==> src/rtl/fetch_queue_pkg.sv <==
// Shared fetch-side types: the {pc, instr} entry handed to decode and the
// architectural reset vector used as the first fetch address.
package fetch_queue_pkg;

  typedef logic [31:0] word_t;

  typedef struct packed {
    word_t pc;
    word_t instr;
  } fetch_q_entry_t;

  localparam word_t FETCH_RESET_PC = 32'hbfc0_0000;

endpackage

==> src/rtl/fifo_ptr_ctrl.sv <==
// Read/write pointer and occupancy bookkeeping for a circular buffer of DEPTH
// entries; storage lives in the parent. A synchronous clear empties it.
module fifo_ptr_ctrl #(
  parameter int DEPTH = 4,
  localparam int AW = (DEPTH > 1) ? $clog2(DEPTH) : 1,
  localparam int CW = $clog2(DEPTH + 1)
) (
  input  logic          clk,
  input  logic          resetn,
  input  logic          clr,
  input  logic          push,
  input  logic          pop,
  output logic [AW-1:0] wr_ptr,
  output logic [AW-1:0] rd_ptr,
  output logic [CW-1:0] count,
  output logic          empty,
  output logic          full
);

  localparam logic [AW-1:0] LAST = AW'(DEPTH - 1);

  // Explicit wrap keeps non-power-of-two depths (e.g. MAX_OUT=3) correct.
  function automatic logic [AW-1:0] bump(input logic [AW-1:0] p);
    return (p == LAST) ? '0 : p + AW'(1);
  endfunction

  always_ff @(posedge clk or negedge resetn) begin
    if (!resetn) begin
      wr_ptr <= '0;
      rd_ptr <= '0;
      count  <= '0;
    end else if (clr) begin
      wr_ptr <= '0;
      rd_ptr <= '0;
      count  <= '0;
    end else begin
      if (push) wr_ptr <= bump(wr_ptr);
      if (pop)  rd_ptr <= bump(rd_ptr);
      if (push && !pop)      count <= count + CW'(1);
      else if (pop && !push) count <= count - CW'(1);
    end
  end

  assign empty = (count == '0);
  assign full  = (count == CW'(DEPTH));

endmodule

==> src/rtl/fetch_queue.sv <==
// Instruction fetch queue: issues SRAM-like requests with bounded outstanding
// count, buffers {pc, instr} pairs, and squashes everything on a redirect.
module fetch_queue
  import fetch_queue_pkg::*;
#(
  parameter int    DEPTH    = 4,
  parameter int    MAX_OUT  = 2,
  parameter word_t RESET_PC = FETCH_RESET_PC
) (
  input  logic                         clk,
  input  logic                         resetn,
  output logic                         i_req,
  output word_t                        i_addr,
  input  logic                         i_addr_ok,
  input  logic                         i_data_ok,
  input  word_t                        i_rdata,
  input  logic                         redirect,
  input  word_t                        redirect_pc,
  output logic                         deq_valid,
  output word_t                        deq_pc,
  output word_t                        deq_instr,
  input  logic                         deq_ready,
  output logic [$clog2(DEPTH+1)-1:0]   count
);

  localparam int CW = $clog2(DEPTH + 1);
  localparam int OW = $clog2(MAX_OUT + 1);
  localparam int QA = (DEPTH > 1) ? $clog2(DEPTH) : 1;
  localparam int FA = (MAX_OUT > 1) ? $clog2(MAX_OUT) : 1;
  localparam int SW = CW + OW + 1;

  word_t          next_pc_q;
  word_t          req_addr_q;
  logic           req_lock_q;
  logic           lock_stale_q;
  logic [OW-1:0]  discard_cnt;
  logic [OW-1:0]  out_cnt;
  logic [OW-1:0]  out_cnt_next;

  logic [FA-1:0]  infl_wr, infl_rd;
  logic           infl_empty, infl_full;
  logic [QA-1:0]  q_wr, q_rd;
  logic           q_empty, q_full;

  word_t          infl_mem [MAX_OUT];
  fetch_q_entry_t q_mem    [DEPTH];

  logic           accept, resp, keep, deq, credit_ok;
  logic [SW-1:0]  occupied;

  // Entries already queued plus responses still expected to be kept.
  assign occupied  = SW'(count) + SW'(out_cnt) - SW'(discard_cnt);
  assign credit_ok = occupied < SW'(DEPTH);

  assign i_req  = req_lock_q | (!redirect & !infl_full & credit_ok);
  assign i_addr = req_lock_q ? req_addr_q : next_pc_q;

  assign accept       = i_req & i_addr_ok;
  assign resp         = i_data_ok & !infl_empty;
  assign keep         = resp & (discard_cnt == '0) & !redirect;
  assign deq          = !q_empty & deq_ready;
  assign out_cnt_next = out_cnt + OW'(accept) - OW'(resp);

  assign deq_valid = !q_empty;
  assign deq_pc    = deq_valid ? q_mem[q_rd].pc    : '0;
  assign deq_instr = deq_valid ? q_mem[q_rd].instr : '0;

  fifo_ptr_ctrl #(.DEPTH(MAX_OUT)) u_inflight (
    .clk    (clk),
    .resetn (resetn),
    .clr    (1'b0),
    .push   (accept),
    .pop    (resp),
    .wr_ptr (infl_wr),
    .rd_ptr (infl_rd),
    .count  (out_cnt),
    .empty  (infl_empty),
    .full   (infl_full)
  );

  fifo_ptr_ctrl #(.DEPTH(DEPTH)) u_queue (
    .clk    (clk),
    .resetn (resetn),
    .clr    (redirect),
    .push   (keep),
    .pop    (deq),
    .wr_ptr (q_wr),
    .rd_ptr (q_rd),
    .count  (count),
    .empty  (q_empty),
    .full   (q_full)
  );

  // A request held across a redirect is marked stale so its eventual
  // acceptance is counted as one more response to throw away.
  always_ff @(posedge clk or negedge resetn) begin
    if (!resetn) begin
      next_pc_q    <= RESET_PC;
      req_addr_q   <= '0;
      req_lock_q   <= 1'b0;
      lock_stale_q <= 1'b0;
      discard_cnt  <= '0;
    end else begin
      if (accept) begin
        req_lock_q   <= 1'b0;
        lock_stale_q <= 1'b0;
        if (!req_lock_q) next_pc_q <= i_addr + 32'd4;
      end else if (i_req) begin
        req_lock_q <= 1'b1;
        req_addr_q <= i_addr;
      end
      if (redirect) begin
        next_pc_q    <= redirect_pc;
        lock_stale_q <= req_lock_q & !i_addr_ok;
        discard_cnt  <= out_cnt_next;
      end else begin
        discard_cnt <= discard_cnt - OW'(resp && (discard_cnt != '0))
                                   + OW'(accept && lock_stale_q);
      end
    end
  end

  always_ff @(posedge clk) begin
    if (accept) infl_mem[infl_wr] <= i_addr;
    if (keep)   q_mem[q_wr]       <= '{pc: infl_mem[infl_rd], instr: i_rdata};
  end

  a_no_orphan_response: assert property (@(posedge clk) disable iff (!resetn)
    !(i_data_ok && infl_empty));
  a_no_overflow: assert property (@(posedge clk) disable iff (!resetn)
    !(keep && q_full && !deq));

endmodule

==> config.mk <==
export PLATFORM = sky130hd
export DESIGN_NAME = fetch_queue
export DESIGN_NICKNAME = d
export VERILOG_FILES = /design/src/rtl/fetch_queue_pkg.sv /design/src/rtl/fifo_ptr_ctrl.sv /design/src/rtl/fetch_queue.sv
export SDC_FILE = /design/constraint.sdc
export NUM_CORES = 1
export LEC_CHECK = 0
export ABC_AREA = 0
export CAP_MARGIN = 20
export CORE_ASPECT_RATIO = 2
export CORE_MARGIN = 5
export CORE_UTILIZATION = 31
export CTS_BUF_LIST = sky130_fd_sc_hd__clkbuf_4 sky130_fd_sc_hd__clkbuf_8
export CTS_CLUSTER_DIAMETER = 30
export DETAILED_ROUTE_END_ITERATION = 10
export PLACE_DENSITY = 0.5
export RECOVER_POWER = 50
export SETUP_SLACK_MARGIN = 0.15
export SLEW_MARGIN = 20
export SYNTH_ARGS = -nofsm -noshare
export SYNTH_HDL_FRONTEND = slang
export SYNTH_HIERARCHICAL = 1
export SYNTH_SLANG_ARGS = --single-unit
==> constraint.sdc <==
create_clock -name clk -period 8.2 [get_ports clk]
set_input_delay 1.64 -clock clk [delete_from_list [all_inputs] [get_ports clk]]
set_output_delay 1.64 -clock clk [all_outputs]
set_load 0.02 [all_outputs]
# Word-level counts from Yosys, hierarchy flattened
# Memory sizes are Yosys's and may differ from the RTL's.
# Index checks and enable logic that the tools add are counted.
# classes
addsub	15
n_lt_le_gt_ge	1
eq_ne	4
mux	28
bitwise_logic	10
n_reduce_logical	27
# ops
operator	n
$mux 32	6
$add 32x3->32 const B	1
$mux 2	9
$reduce_bool 2->1	6
$mux 1	10
$logic_not 1->1	9
$mux 3	3
$and 1x1->1	8
$add 2x1->2 const B	3
$eq 2x2->1 const B	3
$logic_and 1x1->1	6
$lt 6x3->1 const B	1
$sub 4x2->5	1
$add 2x1->2	2
$add 3x2->4	1
$logic_not 2->1	2
$reduce_and 2->1	2
$sub 2x1->2	2
$add 3x1->3 const B	1
$logic_not 3->1	1
$reduce_bool 3->1	1
$sub 3x1->3 const B	1
$add 1x1->1 const B	2
$ne 2x2->1 const B	1
other kinds (3)	3
# totals
ff_bits	79
ramBits	320
elab_cells	98
n_memories	2
# memory_table
memory	words	width	read_ports	rd_clocked_by_memory_dff	write_ports	line	text
q_mem	4	64	1	0	1	fetch_queue.sv:46	fetch_q_entry_t q_mem [DEPTH];
infl_mem	2	32	1	0	1	fetch_queue.sv:45	word_t infl_mem [MAX_OUT];

# Logic depth before layout (Yosys ltp)
# Gate-level depths: netlist of the first run.
# depth
ltp_word	10
mapped_depth	18
mapped_depth_nobuf	17

# By module
# The synthesis of the first run kept the hierarchy.
# modules_own_cells
mod	instances	cells_each	area_per_inst_um2
fetch_queue	1	943	16228.1
fifo_ptr_ctrl at u_queue	1	35	374.1
fifo_ptr_ctrl at u_inflight	1	18	196.4

# Worst setup path after synthesis of the first run
# Ideal clock, no wire load.
# synth_path
path_type	input to register
from	input redirect
to	memory q_mem[0][0] in the netlist's numbering, enable pin
setup_time_ns	0.579
arrival_time_ns	7.031
required_time_ns	7.621
slack_ns	0.590
stages	3
n_path_buf	1
cell_sequence	clkbuf_1 > nor4_1 > nor3b_1
# synth_between
elab_chain_len	4
# synth_rtl
item	line	text
start: declaration	fetch_queue.sv:17	input logic redirect,
$logic_not 1->1	fetch_queue.sv:60	assign keep = resp & (discard_cnt == '0) & !redirect;
$and 1x1->1	fetch_queue.sv:60	
named net keep	fetch_queue.sv:48	logic accept, resp, keep, deq, credit_ok;
$mux 1	fetch_queue.sv:125	if (keep) q_mem[q_wr] <= '{pc: infl_mem[infl_rd], instr: i_rdata};
$mux 1 (implied by the code)	fetch_queue.sv:125	
end: declaration	fetch_queue.sv:46	
# The timed path passes the listed nets, and every way through them passes these cells.

==> run summary, run 1 <==
### Outcome
- result of the run: finished, violations left
- failing checks: capacitance limit, slew limit

### Pwr
- sequential share of power: 37.9%
- worst vdd rail ir drop: 0.191 mV
- cell-internal power: 0.00476 W
- Lkg Pwr: 6.99 nW
- combinational share of power: 37.3%
- total net switching power: 0.00250 W
- proportion of power drawn by the clock network: 24.8%
- power per cell area: 352 nW/µm²
- switching power as a share of total power: 34.4%

### Place
- input/output buffers: 170
- total cell area at the placement stage: 19300 µm²
- GPL Wtd Cong: 0.757
- half-perimeter wire length of the detailed placement result: 25000 µm

### Worst hold path
- Hold Path Stages: 1
- worst min-delay path startpoint: req_addr_q[0]
- Worst Hold Endpoint: req_addr_q[0]
- Min-Delay Path Class: reg -> reg

### STA
- number of hold-slack violations in the final timing report: 0
- actual transition at the worst max-transition pin: 3640 ps
- final count of negative-setup-slack endpoints: 0
- Relative slew margins: -142%
- Setup Skew: 36.2 ps
- final slew viol count: 96
- post-route fraction of the period consumed by the critical path: 67.1%
- final critical path time including I/O delays and setup: 5500 ps
- RSZ-0062 raised after global routing: false
- Sum Neg Setup Slack: 0 ps
- hold_ws: 506 ps
- highest clock frequency the design can meet: 182 MHz

### Die
- IO Pins: 171
- Die X-Extent: 175 µm
- starting utilization of the core area: 31.3%
- y dimension of the die: 339 µm
- area of the die: 59200 µm²
- number of standard-cell rows in the floorplan: 120
- area of the core region: 53600 µm²

### Routing
- Final Routed Wirelength: 38500 µm
- Avg Vias per Cell: 4.73
- Detailed Routing Iterations Pass 1: 4
- total DRC errors in the routed layout: 0
- vias post-DR: 9131
- antenna violation net count after detailed routing: 0
- post-DR wirelength/cell: 19.9 µm
- number of DRC violations after detailed-routing iteration 0: 281

### Clocking
- clock latency of the later-clocked register in the worst-skew pair: 610 ps
- Post-CTS Setup Inserts: 0
- Gates resized, CTS repair: 0
- clock slew at reported path FFs: 60 ps
- Clock Tree Buf Depth: 3
- TritonCTS clock tree: done
- CTS sink cnt: 399
- hold buffers post-CTS: 0
- cell at the root of the clock tree: sky130_fd_sc_hd__clkbuf_8
- CTS H-Tree Depth: 3
- number of clock buffers inserted by TritonCTS: 68

### Synth
- Post-Syn Area: 16800 µm²
- Post-Synthesis Cells: 995
- Yosys warning total: 6
- Mapped Avg Cell Area: 16.9 µm²

### Global route
- largest net degree at the start of global routing: 66
- GRT Util Overall: 13.1%
- number of antenna violations at the first check in global routing: 2
- Congestion Overflow GR: 0
- number of global-route vias before repair: 10100
- first-pass GRT wire length: 60000 µm

### Run
- max_cap viols: 2

### Setup path
- worst endpoint required time: 7810 ps
- kind of critical path: in -> async
- critical path buffer and inverter count: 2
- startpoint types: input pin
- cells traversed along the worst timing path: clkbuf_1 > clkbuf_1
- FF-to-FF End: discard_cnt[1]
- cell family with most CP delay: buffers and inverters
- arrival time reported for the critical path endpoint: 5110 ps
- Worst Path Max Fanout: 62
- number of cells traversed by the worst register-to-register path: 17
- library cell contributing the largest single delay on the critical path: sky130_fd_sc_hd__clkbuf_1
- most common cell type on the critical path: sky130_fd_sc_hd__clkbuf_1
- critical register-to-register path startpoint: u_queue/count[1]
- R2R Setup Slk: 4420 ps
- slowest cell delay on critical path: 2610 ps
- Critical Path Sink Type: asynchronous set/reset pin

### Finish
- number of fill cells in the layout: 5050
- share of layout cells above drive strength 1: 19.9%
- net count of the finished layout: 1286
- area grow syn2layout: 22.9%
- post-layout instance area: 20600 µm²

-- metrics by stage --
stage | utilization [%] | setup WS [ps] | cells | total power [W]
floorplan | - | 590 | 998 | 0.00448
global placement | 36.0 | 3520 | 1805 | 0.00560
detailed placement | 36.0 | 3500 | 1805 | 0.00563
CTS | 38.6 | 2790 | 1930 | 0.00749
global route | 38.5 | 1770 | 1931 | 0.00771
finish | 38.5 | 2700 | 1932 | 0.00726
-- worst max path at each step --
stage / depth (start not counted) / start / slack, ps / to
finish: 2 / resetn / 2700 / req_lock_q
floorplan: 3 / redirect / 590 / q_mem[0][0]
global route: 2 / resetn / 1770 / req_lock_q
detailed placement: 4 / u_queue/rd_ptr[0] / 3500 / deq_instr[1]
global placement: 4 / u_queue/rd_ptr[0] / 3520 / deq_instr[11]
CTS: 4 / u_queue/rd_ptr[0] / 2790 / deq_instr[1]
-- power by group through the flow --
stage | logic (W) | clock network [W] | registers [W]
after global routing | 0.00295 | 0.00197 | 0.00278
after detailed placement | 0.00284 | 0 | 0.00280
final | 0.00271 | 0.00180 | 0.00275
after CTS | 0.00285 | 0.00188 | 0.00276
after floorplan | 0.00176 | 0 | 0.00272
after global placement | 0.00281 | 0 | 0.00279
-- layout make-up --
cell class,instances,area (µm²),area share [%]
antenna,2,5.00,0.0243
sequential,399,11600,56.3
inverter,24,90.1,0.437
clock buffer,84,1060,5.15
tap,671,840,4.07
timing repair buffer,186,1790,8.70
clock inverter,41,325,1.58
multi-input combinational,525,4910,23.8
-- state kept, by name, summed over array words and instances (netlist names) --
signal,count
req_lock_q,1
u_queue/count,3
u_inflight/count,2
u_queue/rd_ptr,2
discard_cnt,2
u_inflight/rd_ptr,1
u_queue/wr_ptr,2
req_addr_q,32
u_inflight/wr_ptr,1
lock_stale_q,1
next_pc_q,32
q_mem,256
infl_mem,64
-- placed cells by master, fill, tap and decap left out, drive strengths merged, types with 7 or more instances in the layout --
cell           count
o21ai             24
xnor2             30
buf               12
ha                10
mux2i             14
nand2             54
mux4              64
dlygate4sd3       34
nor2b              8
mux2              88
o221ai             7
dfstp              9
inv               26
nor3               9
clkinv            25
a21oi             21
nand3b             8
clkbuf            90
edfxtp           320
nor2              33
clkinvlp          11
nand3             13
clkdlybuf4s50    134
dfrtp             70
and2              66
and3b              7
nand4              9
-- layer usage --
layer | track usage (%) | up-vias | share of wire, %
li1 | - | 4235 | -
met1 | 14.8 | 4606 | 39
met2 | 24.1 | 223 | 54
met3 | 2.58 | 67 | 4.4
met4 | 5.19 | 0 | 2.7
met5 | 0 | - | 0
(Power assumes the default switching activity.)
==> run 2: changes to the inputs <==
--- a/config.mk
+++ b/config.mk
@@ -13,7 +13,7 @@
 export CTS_BUF_LIST = sky130_fd_sc_hd__clkbuf_4 sky130_fd_sc_hd__clkbuf_8
 export CTS_CLUSTER_DIAMETER = 30
 export DETAILED_ROUTE_END_ITERATION = 10
-export PLACE_DENSITY = 0.5
+export PLACE_DENSITY = 0.51
 export RECOVER_POWER = 50
 export SETUP_SLACK_MARGIN = 0.15
 export SLEW_MARGIN = 20
==> constraint.sdc (replaced) <==
create_clock -name clk -period 4.6 [get_ports clk]
set_input_delay 0.92 -clock clk [delete_from_list [all_inputs] [get_ports clk]]
set_output_delay 0.92 -clock clk [all_outputs]
set_load 0.02 [all_outputs]
==> run summary, run 2 (synthesis results as in run 1) <==
### Clocking
- hold buffers post-CTS: 0, unchanged
- clock slew at reported path FFs: 70 ps, was 60 ps
- TritonCTS clock tree: done, unchanged
- number of clock buffers inserted by TritonCTS: 61, was 68
- Clock Tree Buf Depth: 3, unchanged
- CTS sink cnt: 399, unchanged
- clock latency of the later-clocked register in the worst-skew pair: 670 ps, was 610 ps
- cell at the root of the clock tree: sky130_fd_sc_hd__clkbuf_8, unchanged
- CTS H-Tree Depth: 2, was 3

### Die
- Die X-Extent: 175 µm, unchanged
- starting utilization of the core area: 31.3%, unchanged
- y dimension of the die: 339 µm, unchanged
- number of standard-cell rows in the floorplan: 120, unchanged
- area of the core region: 53600 µm², unchanged
- area of the die: 59200 µm², unchanged
- IO Pins: 171, unchanged

### Routing
- Final Routed Wirelength: 37800 µm, was 38500 µm
- Detailed Routing Iterations Pass 1: 5, was 4
- total DRC errors in the routed layout: 0, unchanged
- number of DRC violations after detailed-routing iteration 0: 403, was 281
- Avg Vias per Cell: 4.74, was 4.73
- post-DR wirelength/cell: 19.6 µm, was 19.9 µm
- antenna violation net count after detailed routing: 0, unchanged
- vias post-DR: 9135, was 9131

### STA
- final slew viol count: 182, was 96
- post-route fraction of the period consumed by the critical path: 89.6%
- final critical path time including I/O delays and setup: 4120 ps
- Sum Neg Setup Slack: 0 ps, unchanged
- Relative slew margins: -102%, was -142%
- Setup Skew: 37.1 ps, was 36.2 ps
- RSZ-0062 raised after global routing: false, unchanged
- final count of negative-setup-slack endpoints: 0, unchanged
- actual transition at the worst max-transition pin: 3040 ps, was 3640 ps
- highest clock frequency the design can meet: 243 MHz
- number of hold-slack violations in the final timing report: 0, unchanged
- worst-case setup margin in the final layout: 478 ps, was 2700 ps

### Worst hold path
- Hold Path Stages: 1, unchanged
- worst min-delay path startpoint: req_addr_q[1], was req_addr_q[0]
- Worst Hold Endpoint: req_addr_q[1], was req_addr_q[0]
- Min-Delay Path Class: reg -> reg, unchanged

### Setup path
- cell family with most CP delay: adder cells, was buffers and inverters
- Worst Path Max Fanout: 5, was 62
- cells traversed along the worst timing path: inv_1 > fa_1 > inv_1 > ha_1 > or3_1 > o211ai_1 > o211ai_1 > nand2_1 > dlygate4sd2_1, was clkbuf_1 > clkbuf_1
- arrival time reported for the critical path endpoint: 3200 ps, was 5110 ps
- worst endpoint required time: 3680 ps, was 7810 ps
- Critical Path Sink Type: output port, was asynchronous set/reset pin
- logic depth of the worst setup path including buffers: 9, was 2
- kind of critical path: reg -> out, was in -> async
- critical register-to-register path startpoint: u_queue/count[1], unchanged
- number of cells traversed by the worst register-to-register path: 17, unchanged
- slowest cell delay on critical path: 530 ps, was 2610 ps
- critical path buffer and inverter count: 3, was 2
- startpoint types: register, was input pin
- R2R Setup Slk: 970 ps, was 4420 ps
- library cell contributing the largest single delay on the critical path: sky130_fd_sc_hd__fa_1, was sky130_fd_sc_hd__clkbuf_1
- FF-to-FF End: discard_cnt[1], unchanged

### Finish
- final cell count without fillers: 1929, was 1932
- most frequent standard cell in the layout excluding fill and tap cells: sky130_fd_sc_hd__edfxtp_1, unchanged
- combined area of the multi-input logic cells: 4920 µm², was 4910 µm²
- share of layout cells above drive strength 1: 20.1%, was 19.9%
- highest-count cells in the layout ignoring fill and taps: 320 x sky130_fd_sc_hd__edfxtp_1, 132 x sky130_fd_sc_hd__clkdlybuf4s50_1, 68 x sky130_fd_sc_hd__dfrtp_1, was 320 x sky130_fd_sc_hd__edfxtp_1, 134 x sky130_fd_sc_hd__clkdlybuf4s50_1, 69 x sky130_fd_sc_hd__clkbuf_8
- max FFs per register: 256, unchanged
- core utilization of the finished layout: 38.6%, was 38.5%
- leading registers by flop count: q_mem (256), infl_mem (64), unchanged
- area grow syn2layout: 23.4%, was 22.9%
- Seq. cell area: 11600 µm², about the same
- number of fill cells in the layout: 5013, was 5050
- net count of the finished layout: 1288, was 1286
- top register by number of flip-flops: q_mem, unchanged

### Global route
- GRT Util Overall: 12.9%, was 13.1%
- number of global-route vias before repair: 9956, was 10100
- number of antenna violations at the first check in global routing: 2, unchanged
- largest net degree at the start of global routing: 65, was 66
- first-pass GRT wire length: 59700 µm, was 60000 µm
- Congestion Overflow GR: 0, unchanged

### Place
- input/output buffers: 170, unchanged
- half-perimeter wire length of the detailed placement result: 25100 µm, was 25000 µm
- dpl cells: 1814, was 1805
- worst-case setup slack after placement: 851 ps, was 3500 ps
- GPL Wtd Cong: 0.776, was 0.757

### Outcome
- failing checks: capacitance limit, slew limit, unchanged
- result of the run: finished, violations left, unchanged

### Pwr
- power per cell area: 621 nW/µm², was 352 nW/µm²
- worst vdd rail ir drop: 0.315 mV, was 0.191 mV
- Lkg Pwr: 7.04 nW, was 6.99 nW

### Run
- max_cap viols: 4, was 2

## run 2: worst reg2reg max path: stages, from the launching register on
cell	delay, ps
sky130_fd_sc_hd__dfrtp_1	410
sky130_fd_sc_hd__inv_1	80
sky130_fd_sc_hd__fa_1	530
sky130_fd_sc_hd__inv_1	40
sky130_fd_sc_hd__ha_1	200
sky130_fd_sc_hd__or3_1	380
sky130_fd_sc_hd__o211ai_1	210
sky130_fd_sc_hd__o211ai_1	210
sky130_fd_sc_hd__nand2_1	140
sky130_fd_sc_hd__and2_1	310
sky130_fd_sc_hd__inv_1	80
sky130_fd_sc_hd__ha_1	280
sky130_fd_sc_hd__inv_1	40
sky130_fd_sc_hd__ha_1	180
sky130_fd_sc_hd__xnor2_1	130
sky130_fd_sc_hd__xnor2_1	120
sky130_fd_sc_hd__nand2_1	60
sky130_fd_sc_hd__o21ai_0	80
## run 2: worst max path at each step
stage / start / endpoint / slack (ps)
6_report: u_queue/count[1] / i_req / 480
5_1_grt: u_queue/count[1] / i_req / 180
4_1_cts: u_queue/count[1] / i_req / 370
3_5_place_dp: u_queue/count[1] / i_req / 850
3_3_place_gp: u_queue/count[1] / i_req / 880
2_1_floorplan: u_queue/count[1] / infl_mem[0][0] / 630
## run 2: cell type report
type	instances	area share, %
Sequential cell	399	56.0
Multi-Input combinational cell	525	23.8
Timing Repair Buffer	195	9.48
Clock buffer	76	4.72
Tap cell	671	4.05
Clock inverter	37	1.49
Inverter	24	0.435
Antenna cell	2	0.0242
## run 2: metal layers
layer / track usage, % / vias up / part of all wire, %
met5: 0 / - / 0
met4: 4.59 / 0 / 2.8
met3: 2.39 / 59 / 4.4
met2: 24.2 / 202 / 55
met1: 14.3 / 4633 / 37
li1: - / 4241 / -
## run 2: timing repair
action	4_1_cts	5_1_grt
setup buffers	0	0
setup endpoints to repair	1	0
resized for setup	1	0
## run 2: power breakdown
group / internal [W] / switching [W]
clock network: 0.00160 / 0.00146
registers: 0.00457 / 0.000327
logic: 0.00224 / 0.00266
## run 2: through the flow
step | cell area (µm²) | hold slack (ps) | power [W]
floorplan | 16800 | 475 | 0.00799
finish | 20700 | 511 | 0.0129
global placement | 19500 | 484 | 0.0100
global route | 20700 | 526 | 0.0137
detailed placement | 19500 | 492 | 0.0101
CTS | 20800 | 283 | 0.0132
==> run 3: changes to the inputs <==
--- a/config.mk
+++ b/config.mk
@@ -13,10 +13,11 @@
 export CTS_BUF_LIST = sky130_fd_sc_hd__clkbuf_4 sky130_fd_sc_hd__clkbuf_8
 export CTS_CLUSTER_DIAMETER = 30
 export DETAILED_ROUTE_END_ITERATION = 10
+export MAX_ROUTING_LAYER = met4
 export PLACE_DENSITY = 0.51
 export RECOVER_POWER = 50
 export SETUP_SLACK_MARGIN = 0.15
-export SLEW_MARGIN = 20
+export SLEW_MARGIN = 30
 export SYNTH_ARGS = -nofsm -noshare
 export SYNTH_HDL_FRONTEND = slang
 export SYNTH_HIERARCHICAL = 1
==> run summary, run 3 (synthesis results as in run 1) <==
### Outcome
- result of the run: finished, violations left, unchanged
- failing checks: capacitance limit, slew limit, unchanged

### Finish
- leading registers by flop count: q_mem (256), infl_mem (64), unchanged
- max FFs per register: 256, unchanged
- net count of the finished layout: 1288, unchanged
- combined area of the multi-input logic cells: 4920 µm², unchanged
- final cell count without fillers: 1929, unchanged
- top register by number of flip-flops: q_mem, unchanged
- share of layout cells above drive strength 1: 20.1%, unchanged
- number of fill cells in the layout: 5013, unchanged
- area grow syn2layout: 23.4%, unchanged
- highest-count cells in the layout ignoring fill and taps: 320 x sky130_fd_sc_hd__edfxtp_1, 132 x sky130_fd_sc_hd__clkdlybuf4s50_1, 68 x sky130_fd_sc_hd__dfrtp_1, unchanged
- Seq. cell area: 11600 µm², unchanged
- most frequent standard cell in the layout excluding fill and tap cells: sky130_fd_sc_hd__edfxtp_1, unchanged

### Clocking
- Post-CTS Setup Inserts: 0, unchanged
- clock latency of the later-clocked register in the worst-skew pair: 670 ps, about the same
- cell at the root of the clock tree: sky130_fd_sc_hd__clkbuf_8, unchanged
- hold buffers post-CTS: 0, unchanged
- TritonCTS clock tree: done, unchanged
- Clock Tree Buf Depth: 3, unchanged
- clock slew at reported path FFs: 70 ps, about the same
- CTS H-Tree Depth: 2, unchanged
- number of clock buffers inserted by TritonCTS: 61, unchanged
- CTS sink cnt: 399, unchanged

### Run
- max_cap viols: 4, unchanged

### Die
- Die X-Extent: 175 µm, unchanged
- number of standard-cell rows in the floorplan: 120, unchanged
- area of the die: 59200 µm², unchanged
- y dimension of the die: 339 µm, unchanged
- area of the core region: 53600 µm², unchanged
- IO Pins: 171, unchanged
- starting utilization of the core area: 31.3%, unchanged

### Setup path
- kind of critical path: reg -> out, unchanged
- arrival time reported for the critical path endpoint: 3200 ps, about the same
- Worst Path Max Fanout: 5, unchanged
- critical register-to-register path startpoint: u_queue/count[1], unchanged
- number of cells traversed by the worst register-to-register path: 17, unchanged
- startpoint types: register, unchanged
- R2R Setup Slk: 970 ps, about the same
- worst endpoint required time: 3680 ps, about the same
- Critical Path Sink Type: output port, unchanged
- FF-to-FF End: discard_cnt[1], unchanged

### STA
- final critical path time including I/O delays and setup: 4120 ps, about the same
- final count of negative-setup-slack endpoints: 0, unchanged
- worst-case setup margin in the final layout: 483 ps, was 478 ps
- post-route fraction of the period consumed by the critical path: 89.5%, was 89.6%
- Sum Neg Setup Slack: 0 ps, unchanged
- Relative slew margins: -102%, about the same
- RSZ-0062 raised after global routing: false, unchanged
- hold_ws: 509 ps, was 511 ps
- actual transition at the worst max-transition pin: 3030 ps, was 3040 ps
- highest clock frequency the design can meet: 243 MHz, about the same
- number of hold-slack violations in the final timing report: 0, unchanged
- Setup Skew: 38.4 ps, was 37.1 ps
- final slew viol count: 182, unchanged

### Global route
- gr busiest metal: met2, unchanged
- GRT Util Overall: 13.2%, was 12.9%
- number of antenna violations at the first check in global routing: 2, unchanged
- Congestion Overflow GR: 0, unchanged
- met1 track utilization from global routing: 14.4%, was 14.3%
- met3 track demand over resource: 2.24%, was 2.39%
- largest net degree at the start of global routing: 65, unchanged
- first-pass GRT wire length: 59700 µm, about the same
- fraction of met2 tracks used by global routing: 24.2%, about the same
- number of global-route vias before repair: 9962, was 9956

### Routing
- Detailed Routing Iterations Pass 1: 5, unchanged
- total DRC errors in the routed layout: 0, unchanged
- vias post-DR: 9171, was 9135
- number of DRC violations after detailed-routing iteration 0: 405, was 403
- Avg Vias per Cell: 4.75, was 4.74
- antenna violation net count after detailed routing: 0, unchanged
- Final Routed Wirelength: 37800 µm, about the same
- post-DR wirelength/cell: 19.6 µm, about the same

### Pwr
- Lkg Pwr: 7.04 nW, unchanged
- power per cell area: 621 nW/µm², about the same
- worst vdd rail ir drop: 0.315 mV, about the same
- total power: 0.0129 W, about the same

### Place
- half-perimeter wire length of the detailed placement result: 25100 µm, unchanged
- input/output buffers: 170, unchanged
- GPL Wtd Cong: 0.787, was 0.776
- worst-case setup slack after placement: 851 ps, unchanged
- dpl cells: 1814, unchanged

### Worst hold path
- Min-Delay Path Class: reg -> reg, unchanged
- Hold Path Stages: 1, unchanged
- worst min-delay path startpoint: req_addr_q[1], unchanged
- Worst Hold Endpoint: req_addr_q[1], unchanged

run 3: cell counts in the layout (fill, tap and decap cells not counted):
No cell type changed its count.
run 3: what timing repair did:
| item | CTS | global route |
|---|---|---|
| resized for setup | 1 | 0 |
| endpoints found under the setup margin | 1 | 0 |
| endpoints found under the hold margin | 0 | 0 |
run 3: area by class of cell:
class	instances	share of cell area, %
repair buffers	195	9.48
diodes	2	0.0242
clock buffers	76	4.72
clock inverters	37	1.49
inverters	24	0.435
well taps	671	4.05
multi-input cells	525	23.8
flip-flops and latches	399	56.0
run 3: layer usage:
| layer | vias to the layer above | wire length [µm] | share of wire [%] |
|---|---|---|---|
| li1 | 4235 | - | - |
| met3 | 64 | 1540 | 4.1 |
| met2 | 221 | 20900 | 55 |
| met4 | 0 | 1060 | 2.8 |
| met1 | 4651 | 14300 | 38 |
| met5 | - | 0 | 0 |
run 3: worst max-delay path by stage:
stage	slack [ps]	from	endpoint	depth (start not counted)
global route	180	u_queue/count[1]	i_req	9
finish	480	u_queue/count[1]	i_req	9
global placement	880	u_queue/count[1]	i_req	9
detailed placement	850	u_queue/count[1]	i_req	9
floorplan	630	u_queue/count[1]	infl_mem[0][0]	11
CTS	370	u_queue/count[1]	i_req	9
run 3: report_power, final:
part	switching [W]	leakage, nW	internal (W)	total, W
clock	0.00146	0.658	0.00160	0.00306
sequential	0.000329	3.84	0.00457	0.00490
combinational	0.00266	2.55	0.00224	0.00491
run 3: critical path, cell delays in order, from the launching register on:
cell                            delay (ps)
sky130_fd_sc_hd__dfrtp_1               410
sky130_fd_sc_hd__inv_1                  80
sky130_fd_sc_hd__fa_1                  530
sky130_fd_sc_hd__inv_1                  40
sky130_fd_sc_hd__ha_1                  200
sky130_fd_sc_hd__or3_1                 380
sky130_fd_sc_hd__o211ai_1              210
sky130_fd_sc_hd__o211ai_1              210
sky130_fd_sc_hd__nand2_1               140
sky130_fd_sc_hd__dlygate4sd2_1         360
run 3: through the flow:
stage                     utilization (%)  cell area, µm²
after detailed placement             36.3           19500
final                                38.6           20700
after CTS                            38.7           20800
after floorplan                         -           16800
after global routing                 38.6           20700
after global placement               36.3           19500
